File: src/rtl/ppu_line_buffer_pkg.sv
// Shared PPU constants for the scanline path.
// LINE_W/ADDR_W/PIX_W size the line buffer; NES_W/NES_H describe the NES
// frame and are also consumed by the composite stage.
package ppu_line_buffer_pkg;
  localparam int LINE_W = 256;
  localparam int ADDR_W = 8;
  localparam int PIX_W  = 6;
  localparam int NES_W  = 256;
  localparam int NES_H  = 240;
endpackage

File: src/rtl/ppu_line_ram.sv
// Simple dual-port line RAM, address {bank, ptr}.
// Ports: clk_i; write port we_i/waddr_i/wdata_i (sync write);
//        read port re_i/raddr_i -> rdata_o (registered, holds when re_i==0).
// No reset on storage or read register so it maps onto one block RAM.
module ppu_line_ram
  import ppu_line_buffer_pkg::*;
#(
  parameter int AW = ADDR_W + 1,
  parameter int DW = PIX_W
) (
  input  logic          clk_i,
  input  logic          we_i,
  input  logic [AW-1:0] waddr_i,
  input  logic [DW-1:0] wdata_i,
  input  logic          re_i,
  input  logic [AW-1:0] raddr_i,
  output logic [DW-1:0] rdata_o
);
  logic [DW-1:0] mem_q [2**AW];
  logic [DW-1:0] rdata_q;

  always_ff @(posedge clk_i) begin
    if (we_i) mem_q[waddr_i] <= wdata_i;
    if (re_i) rdata_q <= mem_q[raddr_i];
  end

  assign rdata_o = rdata_q;
endmodule

File: src/rtl/ppu_line_buffer.sv
// Ping-pong scanline buffer: the renderer fills one bank while the composite
// stage reads the previously completed line from the other bank.
// Ports:
//   clk_i, rst_ni (sync, active-low)
//   wr_valid_i/wr_ready_o/wr_data_i/wr_last_i : renderer pixel stream
//   rd_line_start_i : pulse, composite stage starts a new NES line
//   rd_en_i/rd_x_i -> rd_valid_o/rd_data_o : registered pixel read
//   rd_hold_o : a completed line is held for reading
//   rd_underflow_o : pulse, line start found no completed line
module ppu_line_buffer
  import ppu_line_buffer_pkg::*;
#(
  parameter int LINE_W = ppu_line_buffer_pkg::LINE_W,
  parameter int ADDR_W = ppu_line_buffer_pkg::ADDR_W,
  parameter int PIX_W  = ppu_line_buffer_pkg::PIX_W
) (
  input  logic              clk_i,
  input  logic              rst_ni,
  input  logic              wr_valid_i,
  output logic              wr_ready_o,
  input  logic [PIX_W-1:0]  wr_data_i,
  input  logic              wr_last_i,
  input  logic              rd_line_start_i,
  input  logic              rd_en_i,
  input  logic [ADDR_W-1:0] rd_x_i,
  output logic              rd_valid_o,
  output logic [PIX_W-1:0]  rd_data_o,
  output logic              rd_hold_o,
  output logic              rd_underflow_o
);
  logic [1:0]        full_q, full_d;
  logic              wb_q, wb_d, rb_q, rb_d;
  logic              hold_q, hold_d;
  logic              under_q, under_d;
  logic [ADDR_W-1:0] wr_ptr_q, wr_ptr_d;
  logic [ADDR_W:0]   len_q [2];
  logic [ADDR_W:0]   len_d [2];
  logic              rd_valid_q;
  logic              rd_sel_q, rd_sel_d;
  logic              wr_acc, wr_done;
  logic [PIX_W-1:0]  ram_rdata;

  assign wr_ready_o = !full_q[wb_q];
  assign wr_acc     = wr_valid_i && wr_ready_o;
  assign wr_done    = wr_acc && (wr_last_i || wr_ptr_q == ADDR_W'(LINE_W - 1));

  // Read mask uses pre-switch state, so a read issued with rd_line_start
  // still sees the outgoing line.
  assign rd_sel_d = hold_q && ({1'b0, rd_x_i} < len_q[rb_q]);

  always_comb begin
    full_d   = full_q;
    wb_d     = wb_q;
    rb_d     = rb_q;
    hold_d   = hold_q;
    under_d  = 1'b0;
    wr_ptr_d = wr_ptr_q;
    len_d    = len_q;
    // Switch looks only at registered full bits: a line completing this
    // same cycle is picked up by the next line start.
    if (rd_line_start_i) begin
      if (hold_q) full_d[rb_q] = 1'b0;
      if (full_q[~rb_q]) begin
        rb_d   = ~rb_q;
        hold_d = 1'b1;
      end else begin
        hold_d  = 1'b0;
        under_d = 1'b1;
      end
    end
    if (wr_acc) begin
      wr_ptr_d = wr_ptr_q + ADDR_W'(1);
      if (wr_done) begin
        len_d[wb_q]  = {1'b0, wr_ptr_q} + (ADDR_W + 1)'(1);
        full_d[wb_q] = 1'b1;
        wb_d         = ~wb_q;
        wr_ptr_d     = '0;
      end
    end
  end

  always_ff @(posedge clk_i) begin
    if (!rst_ni) begin
      full_q     <= '0;
      wb_q       <= 1'b0;
      rb_q       <= 1'b1;
      hold_q     <= 1'b0;
      under_q    <= 1'b0;
      wr_ptr_q   <= '0;
      len_q[0]   <= '0;
      len_q[1]   <= '0;
      rd_valid_q <= 1'b0;
      rd_sel_q   <= 1'b0;
    end else begin
      full_q     <= full_d;
      wb_q       <= wb_d;
      rb_q       <= rb_d;
      hold_q     <= hold_d;
      under_q    <= under_d;
      wr_ptr_q   <= wr_ptr_d;
      len_q      <= len_d;
      rd_valid_q <= rd_en_i;
      if (rd_en_i) rd_sel_q <= rd_sel_d;
    end
  end

  ppu_line_ram #(.AW(ADDR_W + 1), .DW(PIX_W)) u_ram (
    .clk_i   (clk_i),
    .we_i    (wr_acc),
    .waddr_i ({wb_q, wr_ptr_q}),
    .wdata_i (wr_data_i),
    .re_i    (rd_en_i),
    .raddr_i ({rb_q, rd_x_i}),
    .rdata_o (ram_rdata)
  );

  // Both the RAM register and rd_sel_q hold when rd_en is low, so rd_data holds.
  assign rd_data_o      = rd_sel_q ? ram_rdata : '0;
  assign rd_valid_o     = rd_valid_q;
  assign rd_hold_o      = hold_q;
  assign rd_underflow_o = under_q;

  // A held line keeps its bank full, so the writer can never be completing
  // into the bank being released.
  a_no_bank_clash : assert property (@(posedge clk_i) disable iff (!rst_ni)
    (rd_line_start_i && hold_q && wr_done) |-> (rb_q != wb_q));
endmodule

File: config.mk
export PLATFORM = sky130hd
export DESIGN_NAME = ppu_line_buffer
export DESIGN_NICKNAME = d
export VERILOG_FILES = /design/src/rtl/ppu_line_buffer_pkg.sv /design/src/rtl/ppu_line_ram.sv /design/src/rtl/ppu_line_buffer.sv
export SDC_FILE = /design/constraint.sdc
export NUM_CORES = 2
export LEC_CHECK = 0
export BUFFER_PORTS_ARGS = -buffer_cell sky130_fd_sc_hd__buf_2
export CAP_MARGIN = 20
export CORE_ASPECT_RATIO = 0.75
export CORE_UTILIZATION = 30
export DETAILED_ROUTE_END_ITERATION = 10
export SKIP_CTS_REPAIR_TIMING = 1
export SYNTH_ARGS = -nofsm -noshare
export SYNTH_HDL_FRONTEND = slang
export SYNTH_SLANG_ARGS = --single-unit
File: constraint.sdc
create_clock -name clk_i -period 3 [get_ports clk_i]
set_clock_uncertainty 0.1 [all_clocks]
set_input_delay 0.45 -clock clk_i [delete_from_list [all_inputs] [get_ports clk_i]]
set_output_delay 0.45 -clock clk_i [all_outputs]
set_load 0.05 [all_outputs]
==> results.md <==
- Status: completed
- Root Buffer: clkbuf_16
- Final Wtd Congestion: 0.852
- Register area: 0.0931 mm²
- Largest net degree at the start of global routing: 101
- Place WS: -0.801 ns
- CTS tree: yes
- Drt wl/cell: 26.2 µm
- DRT Wirelength: 320000 µm
- Worst EP arrival: 3.48 ns
- Max_cap viols: 0
- Reg-to-reg endpoint: u_ram.rdata_o[1]
- Final Max Tran Viols: 0
- Top post-synthesis cells by area: edfxtp_1, mux4_2, nor2_1, mux2i_1, o21ai_0
- Hold path cells: 1
- FP Rows: 201
- Synthesized area: 0.121 mm²
- Vias in the first global route: 62400
- Fraction of registers with async set/reset: 0%
- Slew headroom: 30.1%
- Vias after detailed routing: 62600
- Vias per cell: 5.12
- Initial antenna violation count: 23
- Io pins: 30
- Overflow after GRT: 0
- Most frequent cell after synthesis: edfxtp_1
- Max Fclk: 342 MHz
- CTS clk-pin slew, worst paths: 0.07 ns
- Yosys top cell area share: 76.2%
- WL met1: 143000 µm
- Avg Inst Size Synth: 20.7 µm²
- CP Max Fanout: 29
- Area grow syn2layout: 18.7%
- Sink Count: 3112
- Area of the multi-input gates: 0.0264 mm²
- Worst reg-to-reg path cell count: 9
- Commonest cells post-synth: edfxtp_1, mux4_2, nor2_1
- PD cells: 624 mW/mm²
- DRT Pass-1 Iters: 8
- Hold Path Sink: u_ram.mem_q[159][4]
- First-pass GRT wire length: 460000 µm
- Syn_nets: 5878
- Die Ht: 553 µm
- DRT iter0 DRCs: 8009
- Fillers: 36800
- Remaining DRCs: 0
- Min Clock Period, post-route: 2.93 ns
- Startpoint types: primary input
- GRT Util Overall: 15.4%
- Period utilization: 97.5%
- Final hold viol count: 0
- Synth unique cells: 56
- Cell accounting for the most synthesized area: edfxtp_1
- H-tree levels: 5
- Detail Route Antenna Nets: 0
- Post-route cell area: 0.144 mm²
- Post-DP Area: 0.134 mm²
- CTS max path bufs: 4
- EDFF count, synth: 3078
- Max VDD drop: 0.444 mV
- Setup slack, reg-to-reg: 0.12 ns
- Clk_lat worst skew: 0.89 ns
- Synth warnings: 0
- Hold Path Class: in -> reg
- LEAKAGE: 45.3 nW
- DIE AREA: 0.407 mm²
- Sequential fraction of the synthesis area: 76.8%
- Reg2reg start: u_ram.mem_q[31][1]
- Hold Path Origin: wr_data_i[4]
- Worst setup margin: 0.0748 ns
- Dpl hpwl: 208000 µm
- Core Box Area: 0.401 mm²
- Horiz. Die Dim: 736 µm
- Port Buffers: 29
- Crit Path Class: in -> reg
- Synth Flop Type: edfxtp_1
- DR WL met3: 30500 µm
- Layout cells sized above 1: 30.7%
- Max layer used: met4
- RSZ-0062 raised after global routing: no
- Worst-Margin Slew: 1.05 ns
- Setup crit end kind: register
- Final setup violation count: 0
- Final nets: 6667
- Flops & latches, synth: 3112
- WL met2: 140000 µm
- Starting Density: 30.2%
- CTS Buf Count: 294
- Post-Synthesis Cells: 5847
- WP data required: 3.56 ns
==> through the flow <==
stage                     total power [mW]  utilization, %  TNS [ns]  hold slack (ns)  instances
after floorplan                       51.0               -         0            0.343       5847
after global placement                53.5            33.5     -4.79            0.355      11700
after detailed placement              53.6            33.5     -4.34            0.360      11700
after CTS                             90.3            35.9   -0.0381           -0.340      12200
after global routing                  92.1            35.9         0           0.0292      12200
final                                 89.7            35.9         0           0.0511      12200
==> layout by cell type (no fill, tap or decap), types with 11 or more instances in the layout <==
cell type  netlist  routed
a21oi_1         91      91
a221oi_1        13      13
and2_1          15      14
buf_12           3     139
buf_2           91      20
buf_4           56     693
bufinv_16        0      25
clkbuf_1       190      61
clkbuf_16        0     305
clkinv_1         0      55
clkinv_2         0      45
dfxtp_1         34      34
edfxtp_1      3078    3078
ha_1            11      11
mux2_2          45      45
mux2i_1        177     176
mux4_2         768     768
nand2_1        153     152
nand3_1         91      74
nand3_4          0      16
nand4_1         13      13
nor2_1         594     592
nor2b_1         15      12
o211a_1         14      14
o21ai_0        155     155
o221ai_1        21      21
o22ai_1         94      94
==> critical path: stages <==
cell and delay, ns:
buf_12 0.17, buf_12 0.29, buf_12 0.21, buf_12 0.17, mux4_2 0.50, mux2i_1 0.33
buf_4 0.17, a21oi_1 0.10, nand3_1 0.22, buf_12 0.15, and4_1 0.20, a22oi_1 0.10
and3_1 0.23
==> routing by layer <==
layer / track usage [%] / up-vias
met2: 22.4 / 3007
met5: 0 / -
met3: 3.37 / 394
met4: 3.08 / 0
li1: - / 25600
met1: 23.5 / 33600
==> layout make-up <==
cell class	instances	share of cell area (%)
antenna	3	0.00522
clock buffer	367	5.47
clock inverter	148	0.993
inverter	3	0.0130
multi-input combinational	2357	18.4
sequential	3112	64.7
tap	5379	4.68
timing repair buffer	868	5.76
==> kinds of logic after synthesis <==
| group | count (synthesis) | share of synthesized area (%) |
|---|---|---|
| xor+xnor | 6 | 0.0434 |
| simple gates | 921 | 3.15 |
| flops | 3112 | 76.8 |
| buf+inv | 378 | 1.62 |
| fa+ha+maj | 11 | 0.114 |
| compound gates | 429 | 2.12 |
| mux | 990 | 16.1 |
==> how the worst max path moves through the flow <==
stage                             from                   to  slack [ns]  cells after the start
detailed placement           rd_x_i[0]     u_ram.rdata_o[2]       -0.80                     13
floorplan                         wb_q  u_ram.mem_q[131][0]        0.20                      6
global placement             rd_x_i[0]     u_ram.rdata_o[1]       -0.90                     11
CTS                 u_ram.mem_q[91][0]     u_ram.rdata_o[0]       -0.04                      9
global route                 rd_x_i[0]     u_ram.rdata_o[1]        0.06                     13
finish                       rd_x_i[0]     u_ram.rdata_o[1]        0.07                     13
==> state kept, by name, summed over array words and instances, names as in the netlist <==
signal,flops
wb_q,1
u_ram.rdata_o,6
rd_sel_q,1
rd_underflow_o,1
len_q,18
rd_hold_o,1
rd_valid_o,1
u_ram.mem_q,3072
wr_ptr_q,8
rb_q,1
full_q,2
==> where the power goes <==
| part | leakage, nW | internal (mW) | switching (mW) |
|---|---|---|---|
| Sequential | 27.9 | 47.8 | 0.0243 |
| Clock | 4.55 | 20.8 | 16.2 |
| Combinational | 12.8 | 1.95 | 2.91 |
Note: power is estimated with default switching activity, not from simulation.
